## src/rtl/conv2_dw.sv

```systemverilog
`default_nettype none
// +--------------------------------------------------------------------------+
// | Module  : conv2_dw                                                       |
// | Brief   : CONV2 depthwise 3x3 stage (stride 2, pad 1). Reads the int8    |
// |           fmap and per-channel kernels, writes one saturated int8 word   |
// |           every 12 cycles, then pulses done for the pointwise stage.     |
// |           Optional: define CONV2_DW_RELU_EN to clamp results at zero.    |
// | Revision: 1.0 - initial release                                          |
// +--------------------------------------------------------------------------+
module conv2_dw #(
   parameter int          FMAP_SIZE = 14,
   parameter int          CHANNEL   = 64,
   parameter int          OUT_SIZE  = 7,
   parameter logic [15:0] W_BASE    = 16'h1240,
   parameter logic [14:0] IN_BASE   = 15'h0000,
   parameter logic [14:0] OUT_BASE  = 15'h4000,
   parameter int          SHIFT     = 7
) (
   input  logic        clk,
   input  logic        rstn,
   input  logic        init,
   output logic        done,
   output logic [15:0] pbank_addr,
   input  logic [7:0]  pdata,
   output logic        pbank_en,
   output logic [14:0] fbank_raddr,
   input  logic [7:0]  fdata_r,
   output logic        fbank_ren,
   output logic [14:0] fbank_waddr,
   output logic [7:0]  fdata_w,
   output logic        fbank_wen
);

   localparam int CW = $clog2(CHANNEL);
   localparam int PW = $clog2(OUT_SIZE);

   typedef enum logic [2:0] {IDLE, ISSUE, DRAIN, WRITE, FIN} state_t;

   state_t          state, state_nx;
   logic [CW-1:0]   chan, chan_nx;
   logic [PW-1:0]   oh, oh_nx, ow, ow_nx;
   logic [3:0]      tap, tap_nx;
   logic            dcnt, dcnt_nx;
   logic            last_px;

   int              kh, kw, ih, iw;
   logic            tap_ok;
   logic [14:0]     raddr_nx;
   logic [15:0]     paddr_nx;
   logic [14:0]     waddr_cur;

   logic            vp1, vp2;
   logic signed [15:0] prod;
   logic signed [19:0] acc, acc_nx, shifted;
   logic [7:0]      sat_val, wdata;

   assign last_px = (chan == CW'(CHANNEL - 1)) && (oh == PW'(OUT_SIZE - 1)) &&
                    (ow == PW'(OUT_SIZE - 1));

   // Next state and loop counters; outputs below are registered from these
   // so every address/enable lines up with the state it belongs to.
   always_comb begin
      state_nx = state;
      chan_nx  = chan;
      oh_nx    = oh;
      ow_nx    = ow;
      tap_nx   = tap;
      dcnt_nx  = dcnt;
      case (state)
         IDLE: if (init) begin
            state_nx = ISSUE;
            chan_nx  = '0;
            oh_nx    = '0;
            ow_nx    = '0;
            tap_nx   = '0;
         end
         ISSUE: if (tap == 4'd8) begin
            state_nx = DRAIN;
            dcnt_nx  = 1'b0;
         end else begin
            tap_nx = tap + 4'd1;
         end
         DRAIN: if (dcnt) state_nx = WRITE;
                else      dcnt_nx  = 1'b1;
         WRITE: begin
            tap_nx = '0;
            if (last_px) begin
               state_nx = FIN;
            end else begin
               state_nx = ISSUE;
               if (ow == PW'(OUT_SIZE - 1)) begin
                  ow_nx = '0;
                  if (oh == PW'(OUT_SIZE - 1)) begin
                     oh_nx   = '0;
                     chan_nx = chan + CW'(1);
                  end else begin
                     oh_nx = oh + PW'(1);
                  end
               end else begin
                  ow_nx = ow + PW'(1);
               end
            end
         end
         FIN:     state_nx = IDLE;
         default: state_nx = IDLE;
      endcase
   end

   // Tap geometry for the tap about to be issued; padding taps are suppressed.
   always_comb begin
      kh       = int'(tap_nx) / 3;
      kw       = int'(tap_nx) % 3;
      ih       = 2 * int'(oh_nx) - 1 + kh;
      iw       = 2 * int'(ow_nx) - 1 + kw;
      tap_ok   = (state_nx == ISSUE) && (ih >= 0) && (ih < FMAP_SIZE) &&
                 (iw >= 0) && (iw < FMAP_SIZE);
      raddr_nx = IN_BASE + 15'(int'(chan_nx) * FMAP_SIZE * FMAP_SIZE +
                               ih * FMAP_SIZE + iw);
      paddr_nx = W_BASE + 16'(int'(chan_nx) * 9 + int'(tap_nx));
      waddr_cur = OUT_BASE + 15'(int'(chan) * OUT_SIZE * OUT_SIZE +
                                 int'(oh) * OUT_SIZE + int'(ow));
   end

   assign prod = $signed(pdata) * $signed(fdata_r);

   // Accumulate the returning tap, then shift and saturate the running sum.
   always_comb begin
      acc_nx = acc;
      if (vp2) acc_nx = acc + 20'(prod);
      shifted = acc_nx >>> SHIFT;
      if (shifted > 20'sd127)       sat_val = 8'h7f;
      else if (shifted < -20'sd128) sat_val = 8'h80;
      else                          sat_val = shifted[7:0];
   end

`ifdef CONV2_DW_RELU_EN
   assign wdata = sat_val[7] ? 8'h00 : sat_val;
`else
   assign wdata = sat_val;
`endif

   // Main sequencer: state, counters, registered bank ports and accumulator.
   always_ff @(posedge clk) begin
      if (!rstn) begin
         state       <= IDLE;
         chan        <= '0;
         oh          <= '0;
         ow          <= '0;
         tap         <= '0;
         dcnt        <= 1'b0;
         vp1         <= 1'b0;
         vp2         <= 1'b0;
         acc         <= '0;
         done        <= 1'b0;
         pbank_addr  <= '0;
         pbank_en    <= 1'b0;
         fbank_raddr <= '0;
         fbank_ren   <= 1'b0;
         fbank_waddr <= '0;
         fdata_w     <= '0;
         fbank_wen   <= 1'b0;
      end else begin
         state       <= state_nx;
         chan        <= chan_nx;
         oh          <= oh_nx;
         ow          <= ow_nx;
         tap         <= tap_nx;
         dcnt        <= dcnt_nx;
         pbank_en    <= tap_ok;
         fbank_ren   <= tap_ok;
         pbank_addr  <= tap_ok ? paddr_nx : 16'h0000;
         fbank_raddr <= tap_ok ? raddr_nx : 15'h0000;
         // enable is high on the address cycle; two stages later the data arrives
         vp1         <= pbank_en;
         vp2         <= vp1;
         fbank_wen   <= (state_nx == WRITE);
         done        <= (state_nx == FIN);
         if (state_nx == WRITE) begin
            fbank_waddr <= waddr_cur;
            fdata_w     <= wdata;
         end
         if (state == IDLE || state == WRITE) acc <= '0;
         else                                 acc <= acc_nx;
      end
   end

endmodule
`default_nettype wire

```

## config.mk

```make
export PLATFORM = sky130hd
export DESIGN_NAME = conv2_dw
export DESIGN_NICKNAME = d
export VERILOG_FILES = /design/src/rtl/conv2_dw.sv
export SDC_FILE = /design/constraint.sdc
export NUM_CORES = 1
export LEC_CHECK = 0
export ABC_AREA = 1
export CORE_ASPECT_RATIO = 0.9
export CORE_MARGIN = 2
export CORE_UTILIZATION = 68
export DETAILED_ROUTE_END_ITERATION = 16
export PLACE_DENSITY_LB_ADDON = 0.08
export SETUP_SLACK_MARGIN = 0.05
export SYNTH_ARGS = -nofsm -noshare
export SYNTH_HDL_FRONTEND = slang
export SYNTH_SLANG_ARGS = --single-unit
```

## constraint.sdc

```tcl
create_clock -name clk -period 17.9 [get_ports clk]
set_input_delay 2.685 -clock clk [delete_from_list [all_inputs] [get_ports clk]]
set_output_delay 2.685 -clock clk [all_outputs]
set_load 0.01 [all_outputs]
```

* Word level (Yosys, flattened, before mapping) *
Cells that the tools add are included.

storage, ports and cells
  register bits after elaboration = 99
  input port bits = 19
  output and inout port bits = 58

operators by class
  add/sub/neg operators = 16
  multipliers = 8
  div/mod/pow operators = 2
  magnitude comparators = 6
  equality and inequality tests = 11
  mux-type cells = 27
  bitwise gates (word level) = 1
  reductions and logical operators = 12

operator list
  kind                                                                count
  adder 5 x 32 -> 32 bit                                              2
  greater-or-equal comparator 32 x 1 -> 1 bit, second input constant  2
  less-than comparator 32 x 5 -> 1 bit, second input constant         2
  two-way mux 3 bit                                                   11
  divider 5 x 3 -> 32 bit, second input constant                      1
  remainder unit 5 x 3 -> 32 bit, second input constant               1
  multiplier 32 x 4 -> 14 bit, second input constant                  1
  adder 15 bit                                                        2
  multiplier 9 x 3 -> 12 bit, second input constant                   2
  two-way mux 6 bit                                                   4
  adder 20 x 16 -> 20 bit                                             1
  two-way mux 20 bit                                                  1
  multiplier 6 x 3 -> 9 bit, second input constant                    2
  multiplier 8 x 8 -> 16 bit                                          1
  two-way mux 8 bit                                                   2
  adder 15 x 14 -> 15 bit, first input constant                       1
  adder 13 x 11 -> 14 bit, first input constant                       1
  adder 13 x 3 -> 14 bit                                              1
  adder 12 x 6 -> 13 bit                                              1
  greater-than comparator 13 x 8 -> 1 bit, second input constant      1
  less-than comparator 13 x 8 -> 1 bit, second input constant         1
  one-hot mux 3 bit (2 select lines)                                  2
  one-hot mux 3 bit (4 select lines)                                  1
  one-hot mux 4 bit (3 select lines)                                  1
  24 further kinds                                                    38

* Depth between registers and ports, before layout *
  depth after elaboration = 13
  depth in mapped cells = 46

* Least setup slack after synthesis *
No wires, ideal clock.

  path type = input -> register
  from = in init
  to = reg fbank_raddr[14]
  arrival = 9,304 ps
  data required time = 17,838 ps
  path slack = 8,534 ps
  cell stages on the path = 43
  path buffers = 0
  cell sequence = inv_1 nand3_1 nand2_1 nand2_1 nand2_2 inv_2 nor2_4 ha_1 ha_1 a21oi_4 nand2_4 xor2_1 ha_1 inv_1 nand3_2 nor2_4 nand2_4 fa_1 [... 7 more ...] ha_1 nand2_1 o211a_1 o21ai_0 xor2_1 fa_1 ha_1 inv_1 o21bai_1 a21oi_1 o21bai_1 nand2_1 nand2_1 a21oi_1 xor2_1 xor2_1 inv_1 nor2_2

between the ends
  word-level cells in the longest chain between the ends = 10
  elaborated cells on any way between the ends = 31

ends and longest elaborated chain
  what                                                             line  source
  start: declaration                                               21    input logic init,
  two-way mux 4 bit *                                              70    IDLE: if (init) begin
  one-hot mux 4 bit (3 select lines) *                             69    case (state)
  net tap_nx[2]                                                    42    logic [3:0] tap, tap_nx;
  branches (longest 8 deep; another with divider 5 x 3 -> 32 bit)  --
  end signal: assignment                                           172   fbank_raddr <= tap_ok ? raddr_nx : 15'h0000;
  end: declaration                                                 26    output logic [14:0] fbank_raddr,

Mark *: on every way through the listed nets, which the timed path passes.
A chain may end at the register's enable or synchronous reset.

* Worst setup path in the final report *
Ends and elaborated chain as after synthesis.

==> summary.txt <==
Place
  – Dpl hpwl: around 29000 um
  – PortBufs: between 70 and 80
  – Placer congestion estimate: between 0.9 and 1

Yosys
  – Library cells used by synthesis: between 40 and 50
  – Number of synthesized flops with an enable pin: 0
  – Seq/Total Area, Yosys: between 10 and 15%
  – Mapped Cells: between 1.5k and 2k
  – Yosys warns: 0
  – Yosys top cell by area: fa_1
  – Dominant cell by count in the synthesized netlist: inv_1
  – Ys async rst share: 0%
  – Avg Cell Area, Syn: 7.479 um2
  – Ys flop type: dfxtp_1
  – Top post-synthesis cells by count: inv_1, nand2_1, ha_1
  – Post-synth design cell area: about 15000 um2
  – FF+latch count, synth: 94
  – Top cell type's share of synthesized area: 20.40%
  – Synth top area cells: fa_1, ha_1, dfxtp_1

Worst setup path
  – CP Capture Type: register
  – CP delay by family, top: adder cells
  – Crit path kind: input pin to register
  – Type of origin of the critical path: input pin
  – WP data required: 18.18 ns
  – Slowest CP cell: clkdlybuf4s50_1
  – Critical path's largest stage delay: around 0.5 ns
  – CP max FO: 9
  – Worst path arrival time: about 11 ns
  – Most frequent CP cell: ha_1
  – Buf/Inv on CP: 8

STA
  – Max-slew violations: 0
  – Fmax: approximately 96 MHz
  – Final Critical Period: 10.41 ns
  – Final Hold Viols: 0
  – Rel. slew slack: around a third
  – Slew @ Worst Pin: about 1.0 ns
  – Final setup TNS: 0 ns
  – RSZ-0062 raised after global routing: false
  – Hold slack final: between 0.4 and 0.5 ns
  – Final clock skew: about 0.012 ns
  – Final period util: 58.13%
  – Final setup vio count: 0

Routing
  – DRT iter0 DRCs: approximately 980
  – Routed wire length: between 30000 and 40000 um
  – Drt pass-1 iters: 5
  – Avg WL per Cell: approximately 15 um
  – Vias per cell: about 5.4
  – Antenna-violating nets left: 0
  – Vias: 12.48k
  – DRC: 0

Layout
  – P&R area growth vs syn: 8.625%
  – Nets: around 2.4k
  – Share of cells above drive strength 1: between 4 and 5%
  – Antenna diode count: 0

Floorplanning
  – Initial Util: between 60% and 70%
  – Standard-cell rows: 50
  – Die height: ~140 um
  – Die width: 158.6 um
  – Die footprint: roughly 23000 um2
  – Core ar.: around 21000 um2
  – IO Pins: 77

GRT
  – GRT overflow: 0
  – Pin count of the biggest net entering global routing: 34
  – First-pass GRT wire length: about 58000 um
  – Initial antenna violation count: 0
  – Total global-route track usage: between 30% and 40%
  – Number of global-route vias before repair: 12.37k

CTS
  – Post-CTS Setup Repair Bufs: 0
  – Post-CTS sizing: 0
  – Clk slew on worst S/H paths: about 0.07 ns
  – Clock Tree Buf Depth: 2
  – Num CTS Buffers: 9
  – TritonCTS sink count: 94
  – Number of hold buffers added after cts: 0
  – Clk Latency, worst-skew pair: between 0.3 and 0.4 ns
  – H-tree depth: 3
  – TritonCTS clock tree: yes
  – Root buf cell: clkbuf_16

Min path
  – Hold crit path type: register to register

Power
  – P per Cell Area: between 80 and 90 nW/um2
  – Worst vdd ir: around 0.000067 V
  – Static Leak: 9.105 nW

Run status
  – Status: completed

Flow run
  – Max-cap check violation count: 0
-- cell usage in the layout, fill, tap and decap left out, drive strengths merged --
| master | instances |
|---|---|
| conb | 5 |
| o21a | 6 |
| a311oi | 1 |
| nand4 | 16 |
| fa | 149 |
| a211oi | 4 |
| and2 | 6 |
| o2111ai | 2 |
| clkinvlp | 1 |
| o21bai | 12 |
| o21ai | 92 |
| a221oi | 1 |
| o211a | 1 |
| xor2 | 60 |
| xnor2 | 32 |
| clkdlybuf4s50 | 71 |
| nor2 | 181 |
| ha | 222 |
| nand3 | 73 |
| buf | 6 |
| nand2 | 330 |
| nor4 | 3 |
| a31oi | 8 |
| dfxtp | 94 |
| o211ai | 10 |
| clkinv | 5 |
| a21o | 7 |
| inv | 441 |
| a21boi | 2 |
| nor3 | 12 |
| and3 | 3 |
| o22ai | 1 |
| nand3b | 5 |
| or2 | 12 |
| a21oi | 131 |
| o31ai | 2 |
| clkbuf | 9 |
-- tightest hold or removal path: cells and delay by family, from the launching register on --
family / cells / cell delay, ns
AND/OR/NAND/NOR: 1 / 0.06
buffers and inverters: 1 / 0.03
flip-flops: 1 / 0.31
-- state kept, by name (all words and copies together) (netlist names) --
signal and count:
fdata_w 8, vp2 1, ow 3, fbank_raddr 15, pbank_addr 12, fbank_wen 1
vp1 1, oh 3, tap 4, done 1, dcnt 1, chan 6
fbank_ren 1, fbank_waddr 14, acc 20, state 3
-- metal layers --
layer	vias up	track usage (%)	wire, um
met4	0	8.535	770
met1	5864	44.60	16220
li1	6197	-	-
met2	365	52.65	15440
met5	-	0	0
met3	56	3.703	1621
-- stage by stage --
stage	total power, mW	setup slack, ns	instances	util (%)	cell area, um2
finish	1.375	7.494	2302	75.79	15880
global route	1.524	6.985	2302	75.79	15880
CTS	1.371	7.552	2302	75.79	15880
detailed placement	1.161	7.224	2286	74.34	15580
global placement	1.123	7.550	2286	74.34	15580
floorplan	0.9655	8.534	1959	-	14640
-- where the power goes --
part | internal (mW) | leakage (nW) | total, mW | switching [mW]
Sequential | 0.209 | 0.757 | 0.210 | 0.000626
Combinational | 0.382 | 8.20 | 0.968 | 0.586
Clock | 0.0990 | 0.144 | 0.197 | 0.0980
Total | 0.690 | 9.11 | 1.38 | 0.685
-- logic make-up (layout without fill, tap and decap cells) --
kind of cell / after synthesis / after routing / synth area share, %
and+or+nand+nor: 641 / 641 / 19.06
buffers and inverters: 476 / 533 / 12.48
adders and majority gates: 371 / 371 / 39.40
AOI/OAI and AO/OA: 280 / 280 / 10.66
DFF: 94 / 94 / 12.87
xor gates and xnor gates: 92 / 92 / 5.511
other: 1 / 5 / 0.02565
-- path summary, 6_finish.rpt --
| kind | slack [ns] | end | cells past startpoint | from |
|---|---|---|---|---|
| worst max-delay path | 7.49 | fbank_raddr[14]$_SDFF_PN0_ | 45 | init |
| worst min-delay path | 0.44 | vp2$_SDFF_PN0_ | 2 | vp1$_SDFF_PN0_ |
| worst max register to register | 9.77 | fbank_raddr[14]$_SDFF_PN0_ | 43 | tap[0]$_SDFF_PN0_ |
| worst min register to register | 0.44 | vp2$_SDFF_PN0_ | 2 | vp1$_SDFF_PN0_ |
-- final cells by class --
cell class	count	area [um2]
Clock inverter	7	77.57
Inverter	440	1652
Clock buffer	9	225.2
Tap cell	286	357.8
Fill cell	1630	5075
Multi-Input combinational cell	1389	10930
Sequential cell	94	1882
Timing Repair Buffer	77	755.7
Power figures use the tool's default switching activity.
==> edit 1 (same flow settings) <==
Set the parameter `CHANNEL` to 32 (it was 64).
--- a/src/rtl/conv2_dw.sv
+++ b/src/rtl/conv2_dw.sv
@@ -11,3 +11,3 @@
    parameter int          FMAP_SIZE = 14,
-   parameter int          CHANNEL   = 64,
+   parameter int          CHANNEL   = 32,
    parameter int          OUT_SIZE  = 7,
Formal check against the unedited RTL: same outputs for any inputs over 10 cycles, from zero or initial values and one cycle with rstn low; that may be too few to reach the edited logic, so the function may still have changed.
==> edit 1 against the unedited design <==
Area after synthesis down 2.5%. Sequential power fell by 2%. Combinational power up 0.8%. Power fell by 0.19%. Sequential cell count decreased by 2. Sequential share of layout area about the same. Final cell count fell by 1.7%. Wire length shrank 4.0%. Setup slack gained 0.035 ns. Cell area decreased by 2.5%.
==> edit 1: results (changes against the unedited design) <==
<table>
<tr><th>Metric</th><th>Value</th></tr>
<tr><th colspan="2">Power and ir drop</th></tr>
<tr><td>Total leakage power</td><td>0.008862 uW (-2.7%)</td></tr>
<tr><td>Worst VDD drop</td><td>0.1338 mV (+98%)</td></tr>
<tr><th colspan="2">Timing</th></tr>
<tr><td>Headroom to the max-slew limit</td><td>35.53% (+2.3 points)</td></tr>
<tr><td>Final setup skew</td><td>0.01116 ns (-0.001196 ns)</td></tr>
<tr><th colspan="2">Drt</th></tr>
<tr><td>WL/cell</td><td>14.45 um (-2.3%)</td></tr>
<tr><td>Met2 Wirelength</td><td>15,740 um (+1.9%)</td></tr>
<tr><td>Total length of routed met3 wires</td><td>1476 um (-8.9%)</td></tr>
<tr><td>Met1 routed wirelength after detailed routing</td><td>14,550 um (-10%)</td></tr>
<tr><td>Initial DRC Count</td><td>789 (-19%)</td></tr>
<tr><td>Detailed-router iteration count before antenna repair</td><td>6 (+1)</td></tr>
<tr><td>Number of vias in the routed layout</td><td>12.07k (-3.3%)</td></tr>
<tr><th colspan="2">Status</th></tr>
<tr><td>Status</td><td>finished, final reports clean</td></tr>
<tr><th colspan="2">Clock network</th></tr>
<tr><td>Resized Gates After CTS</td><td>0 (unchanged)</td></tr>
<tr><th colspan="2">Layout</th></tr>
<tr><td>Layout cell share with drive strength beyond 1</td><td>4.403% (+0.29 points)</td></tr>
<tr><td>Number of nets in the final layout</td><td>2,347 (-2.2%)</td></tr>
<tr><td>Regs by FF count</td><td>acc x20, fbank_raddr x15, fbank_waddr x13</td></tr>
<tr><th colspan="2">Global route</th></tr>
<tr><td>First-pass GRT wire length</td><td>56,490 um (-2.6%)</td></tr>
<tr><td>Overall global routing resource usage</td><td>31.44% (-0.50 points)</td></tr>
<tr><th colspan="2">Yosys</th></tr>
<tr><td>Sequential fraction of the synthesis area</td><td>12.92% (+0.050 points)</td></tr>
<tr><td>Most frequent cells after synthesis</td><td>sky130_fd_sc_hd__inv_1, sky130_fd_sc_hd__nand2_1, sky130_fd_sc_hd__ha_1</td></tr>
<tr><td>Biggest area contributors in the synthesized netlist</td><td>sky130_fd_sc_hd__fa_1, sky130_fd_sc_hd__ha_1, sky130_fd_sc_hd__dfxtp_1, sky130_fd_sc_hd__inv_1, sky130_fd_sc_hd__nand2_1</td></tr>
<tr><th colspan="2">Worst setup path</th></tr>
<tr><td>Arrival @ worst endpoint</td><td>10.60 ns (-0.08 ns)</td></tr>
<tr><td>Critical path's largest stage delay</td><td>0.48 ns (-0.02 ns)</td></tr>
<tr><td>Endpoint class of the critical path</td><td>flop</td></tr>
<tr><th colspan="2">Placement</th></tr>
<tr><td>Final HPWL DP</td><td>27,420 um (-4.3%)</td></tr>
<tr><td>Placer Congestion</td><td>0.9389 (+0.64%)</td></tr>
</table>
-- edit 1: cell count changes after synthesis, moves of 4 or more --
cell	change
sky130_fd_sc_hd__nand2_1	-12
sky130_fd_sc_hd__inv_1	-8
sky130_fd_sc_hd__fa_1	-5
sky130_fd_sc_hd__xor2_1	-6
sky130_fd_sc_hd__ha_1	-9
sky130_fd_sc_hd__nand3_1	-4
sky130_fd_sc_hd__nand2_2	+4
sky130_fd_sc_hd__or2_2	-5
sky130_fd_sc_hd__o211ai_1	-5
sky130_fd_sc_hd__nor2_2	+5
sky130_fd_sc_hd__nor2_1	+15
sky130_fd_sc_hd__o21ai_0	-5
-- edit 1: layout make-up --
cell class                      instances  area (um^2)
Clock inverter                          7        67.56
Tap cell                              286        357.8
Clock buffer                            9        225.2
Fill cell                            1629         5215
Sequential cell                        92         1842
Multi-Input combinational cell       1361        10630
Timing Repair Buffer                   76        745.7
Inverter                              431         1620
-- edit 1: logic make-up (layout without fill, tap and decap cells) --
kind of cell | after synthesis | in the layout | synth area share (%)
buffers and inverters | 468 | 523 | 12.63
other | 1 | 6 | 0.02631
DFF | 92 | 92 | 12.92
adders and majority gates | 357 | 357 | 38.92
AOI/OAI and AO/OA | 265 | 265 | 10.31
xor gates and xnor gates | 88 | 88 | 5.407
and+or+nand+nor | 645 | 645 | 19.78
-- edit 1: final timing paths --
path	slack (ns)	startpoint	to	cells after the start
worst max register to register	9.72	tap[0]	fbank_raddr[14]	46
worst min register to register	0.42	vp1	vp2	2
worst min-delay path	0.42	vp1	vp2	2
worst max-delay path	7.53	init	fbank_raddr[14]	44
-- edit 1: per-stage QoR --
| step | worst slack [ns] | power (uW) | hold WS [ns] | instances | cell area (um^2) |
|---|---|---|---|---|---|
| final | 7.529 | 1373 | 0.4176 | 2262 | 15490 |
| after global routing | 6.892 | 1529 | 0.4384 | 2262 | 15490 |
| after CTS | 7.589 | 1371 | 0.4213 | 2262 | 15490 |
| after detailed placement | 7.244 | 1175 | 0.4053 | 2246 | 15200 |
| after global placement | 7.541 | 1137 | 0.3966 | 2246 | 15200 |
| after floorplan | 8.513 | 975.3 | 0.3905 | 1921 | 14270 |
-- edit 1: report_power, final --
group,internal [uW],switching [uW],total [uW]
sequential,205,0.570,206
combinational,383,593,976
clock,98.0,92.8,191
-- edit 1: routing by layer --
metal | GRT usage [%] | vias to the layer above
met5 | 0 | -
met4 | 9.899 | 0
met3 | 3.207 | 72
met2 | 54.42 | 293
met1 | 41.60 | 5663
li1 | - | 6046
-- edit 1: tightest hold or removal path, stage by stage, from the launching register on --
cell                      delay [ns]
sky130_fd_sc_hd__dfxtp_1        0.31
sky130_fd_sc_hd__nand2_1        0.05
sky130_fd_sc_hd__inv_1          0.04
==> edit 2 (same flow settings) <==
Without the edit above. Re-encode `state_t` (5 states) as one-hot, 5 bits wide.
--- a/src/rtl/conv2_dw.sv
+++ b/src/rtl/conv2_dw.sv
@@ -36,3 +36,3 @@
 
-   typedef enum logic [2:0] {IDLE, ISSUE, DRAIN, WRITE, FIN} state_t;
+   typedef enum logic [4:0] {IDLE = 5'b00001, ISSUE = 5'b00010, DRAIN = 5'b00100, WRITE = 5'b01000, FIN = 5'b10000} state_t;
 
Formal check against the unedited RTL: no difference found for any inputs over 10 cycles, from zero or initial values and one cycle with rstn low; not proved beyond that.
==> edit 2 against the unedited design <==
Power is 20% lower. Sequential cell count up 2. Via count decreased by 0.26%. Clock skew down 0.0026 ns. Cell area increased by 1.4%. Synthesized cell count grew 2.0%. Setup slack got worse by 0.24 ns. Wire length rose by 0.48%. Combinational power is 30% lower. Utilization fell by 0.92 points. Final cell count grew 1.7%. Register-to-register slack got worse by 0.33 ns. Hold slack lost 0.022 ns. Area after synthesis grew 1.5%. Critical path type unchanged. Critical endpoint unchanged. Largest cell class unchanged.
==> edit 2: results (changes against the unedited design) <==
<table>
<tr><th>Metric</th><th>Value</th></tr>
<tr><th colspan="2">Worst setup path</th></tr>
<tr><td>Critical path peak fanout</td><td>10 (+1)</td></tr>
<tr><td>Minimum setup slack among reg-to-reg paths</td><td>9.44 ns (-0.33 ns)</td></tr>
<tr><td>Critical path's largest stage delay</td><td>0.54 ns (+0.04 ns)</td></tr>
<tr><td>R2r worst-path depth</td><td>48 (+12%)</td></tr>
<tr><td>Arrival @ worst endpoint</td><td>10.93 ns (+0.25 ns)</td></tr>
<tr><th colspan="2">Drt</th></tr>
<tr><td>Post-Route WL</td><td>34,220 um (+0.48%)</td></tr>
<tr><td>Detailed-router iteration count before antenna repair</td><td>6 (+1)</td></tr>
<tr><td>Number of vias in the routed layout</td><td>12.45k (-0.26%)</td></tr>
<tr><th colspan="2">Global route</th></tr>
<tr><td>Overall global routing resource usage</td><td>31.00% (-0.94 points)</td></tr>
<tr><td>Maximum number of pins on one net before global-route repair</td><td>31 (-8.8%)</td></tr>
<tr><td>First-pass GRT wire length</td><td>58,210 um (+0.36%)</td></tr>
<tr><td>Number of global-route vias before repair</td><td>12.09k (-2.2%)</td></tr>
<tr><th colspan="2">Power and ir drop</th></tr>
<tr><td>Comb power frac</td><td>62.2% (-8.2 points)</td></tr>
<tr><td>P per Cell Area</td><td>68.04 nW/um^2 (-21%)</td></tr>
<tr><td>Switching part of the total</td><td>46.79% (-3.0 points)</td></tr>
<tr><td>Worst VDD drop</td><td>0.04993 mV (-26%)</td></tr>
<tr><th colspan="2">Layout</th></tr>
<tr><td>Number of nets in the final layout</td><td>2,435 (+1.4%)</td></tr>
<tr><td>Layout cell share with drive strength beyond 1</td><td>4.339% (+0.22 points)</td></tr>
<tr><th colspan="2">Timing</th></tr>
<tr><td>Headroom to the max-slew limit</td><td>26.42% (-6.8 points)</td></tr>
<tr><td>Final setup skew</td><td>0.009780 ns (-0.002577 ns)</td></tr>
<tr><th colspan="2">Placement</th></tr>
<tr><td>Placer Congestion</td><td>0.9212 (-1.3%)</td></tr>
<tr><td>Post-placement cell area</td><td>15,790 um^2 (+1.3%)</td></tr>
<tr><td>Final HPWL DP</td><td>28,730 um (+0.33%)</td></tr>
<tr><th colspan="2">Yosys</th></tr>
<tr><td>Most frequent cells after synthesis</td><td>sky130_fd_sc_hd__inv_1, sky130_fd_sc_hd__nand2_1, sky130_fd_sc_hd__ha_1</td></tr>
<tr><td>Synthesized instance count</td><td>1,995 (+2.0%)</td></tr>
<tr><td>Biggest area contributors in the synthesized netlist</td><td>sky130_fd_sc_hd__fa_1, sky130_fd_sc_hd__ha_1, sky130_fd_sc_hd__dfxtp_1, sky130_fd_sc_hd__inv_1, sky130_fd_sc_hd__nand2_1</td></tr>
<tr><td>Sequential fraction of the synthesis area</td><td>12.94% (+0.074 points)</td></tr>
<tr><th colspan="2">Status</th></tr>
<tr><td>Status</td><td>finished, final reports clean</td></tr>
</table>
==> edit 2: changes by cell type in the layout (fill, tap and decap cells not counted), sizes merged, moves of 4 or more <==
cell,delta
xnor2,+4
nand2,-14
o21ai,-10
nand3,+5
a21oi,+6
a22oi,+4
o211ai,-4
inv,+20
nor2,+28
==> edit 2: cell families (layout without fill, tap and decap cells) <==
kind of cell               count (synthesis)  after routing  share of synthesized area (%)
xor gates and xnor gates                  97             97                          5.722
and+or+nand+nor                          660            660                          19.64
other                                      1              5                        0.02526
DFF                                       96             96                          12.94
adders and majority gates                370            370                          38.72
AOI/OAI and AO/OA                        270            270                          10.03
buffers and inverters                    501            553                          12.92
==> edit 2: cell type report <==
cell class              count  area [um^2]
multi-input cells        1402        11020
fillers                  1707         5405
flip-flops and latches     96         1922
inverters                 461         1730
repair buffers             76        748.2
well taps                 291        364.1
clock buffers               9        225.2
clock inverters             7        85.08
==> edit 2: critical path, delay by kind of cell <==
kind | cells | cell delay (ns)
AOI/OAI and AO/OA | 8 | 1.43
and+or+nand+nor | 15 | 1.49
buffers and inverters | 10 | 1.24
xor gates and xnor gates | 4 | 0.74
adders and majority gates | 10 | 3.29
==> edit 2: stage by stage <==
stage	hold WS (ns)	cells	utilization (%)	setup WS, ns
after floorplan	0.3905	1999	-	8.336
after global placement	0.3959	2326	73.42	7.343
after detailed placement	0.4013	2326	73.42	7.015
after CTS	0.4202	2342	74.86	7.360
after global routing	0.4434	2342	74.86	6.531
final	0.4198	2342	74.86	7.259
==> edit 2: metal layers <==
layer | up-vias | share of wire, % | track usage, %
met2 | 337 | 45 | 51.54
met1 | 5813 | 48 | 44.21
met4 | 0 | 1.4 | 5.024
met5 | - | 0 | 0
met3 | 43 | 5.7 | 4.101
li1 | 6256 | - | -
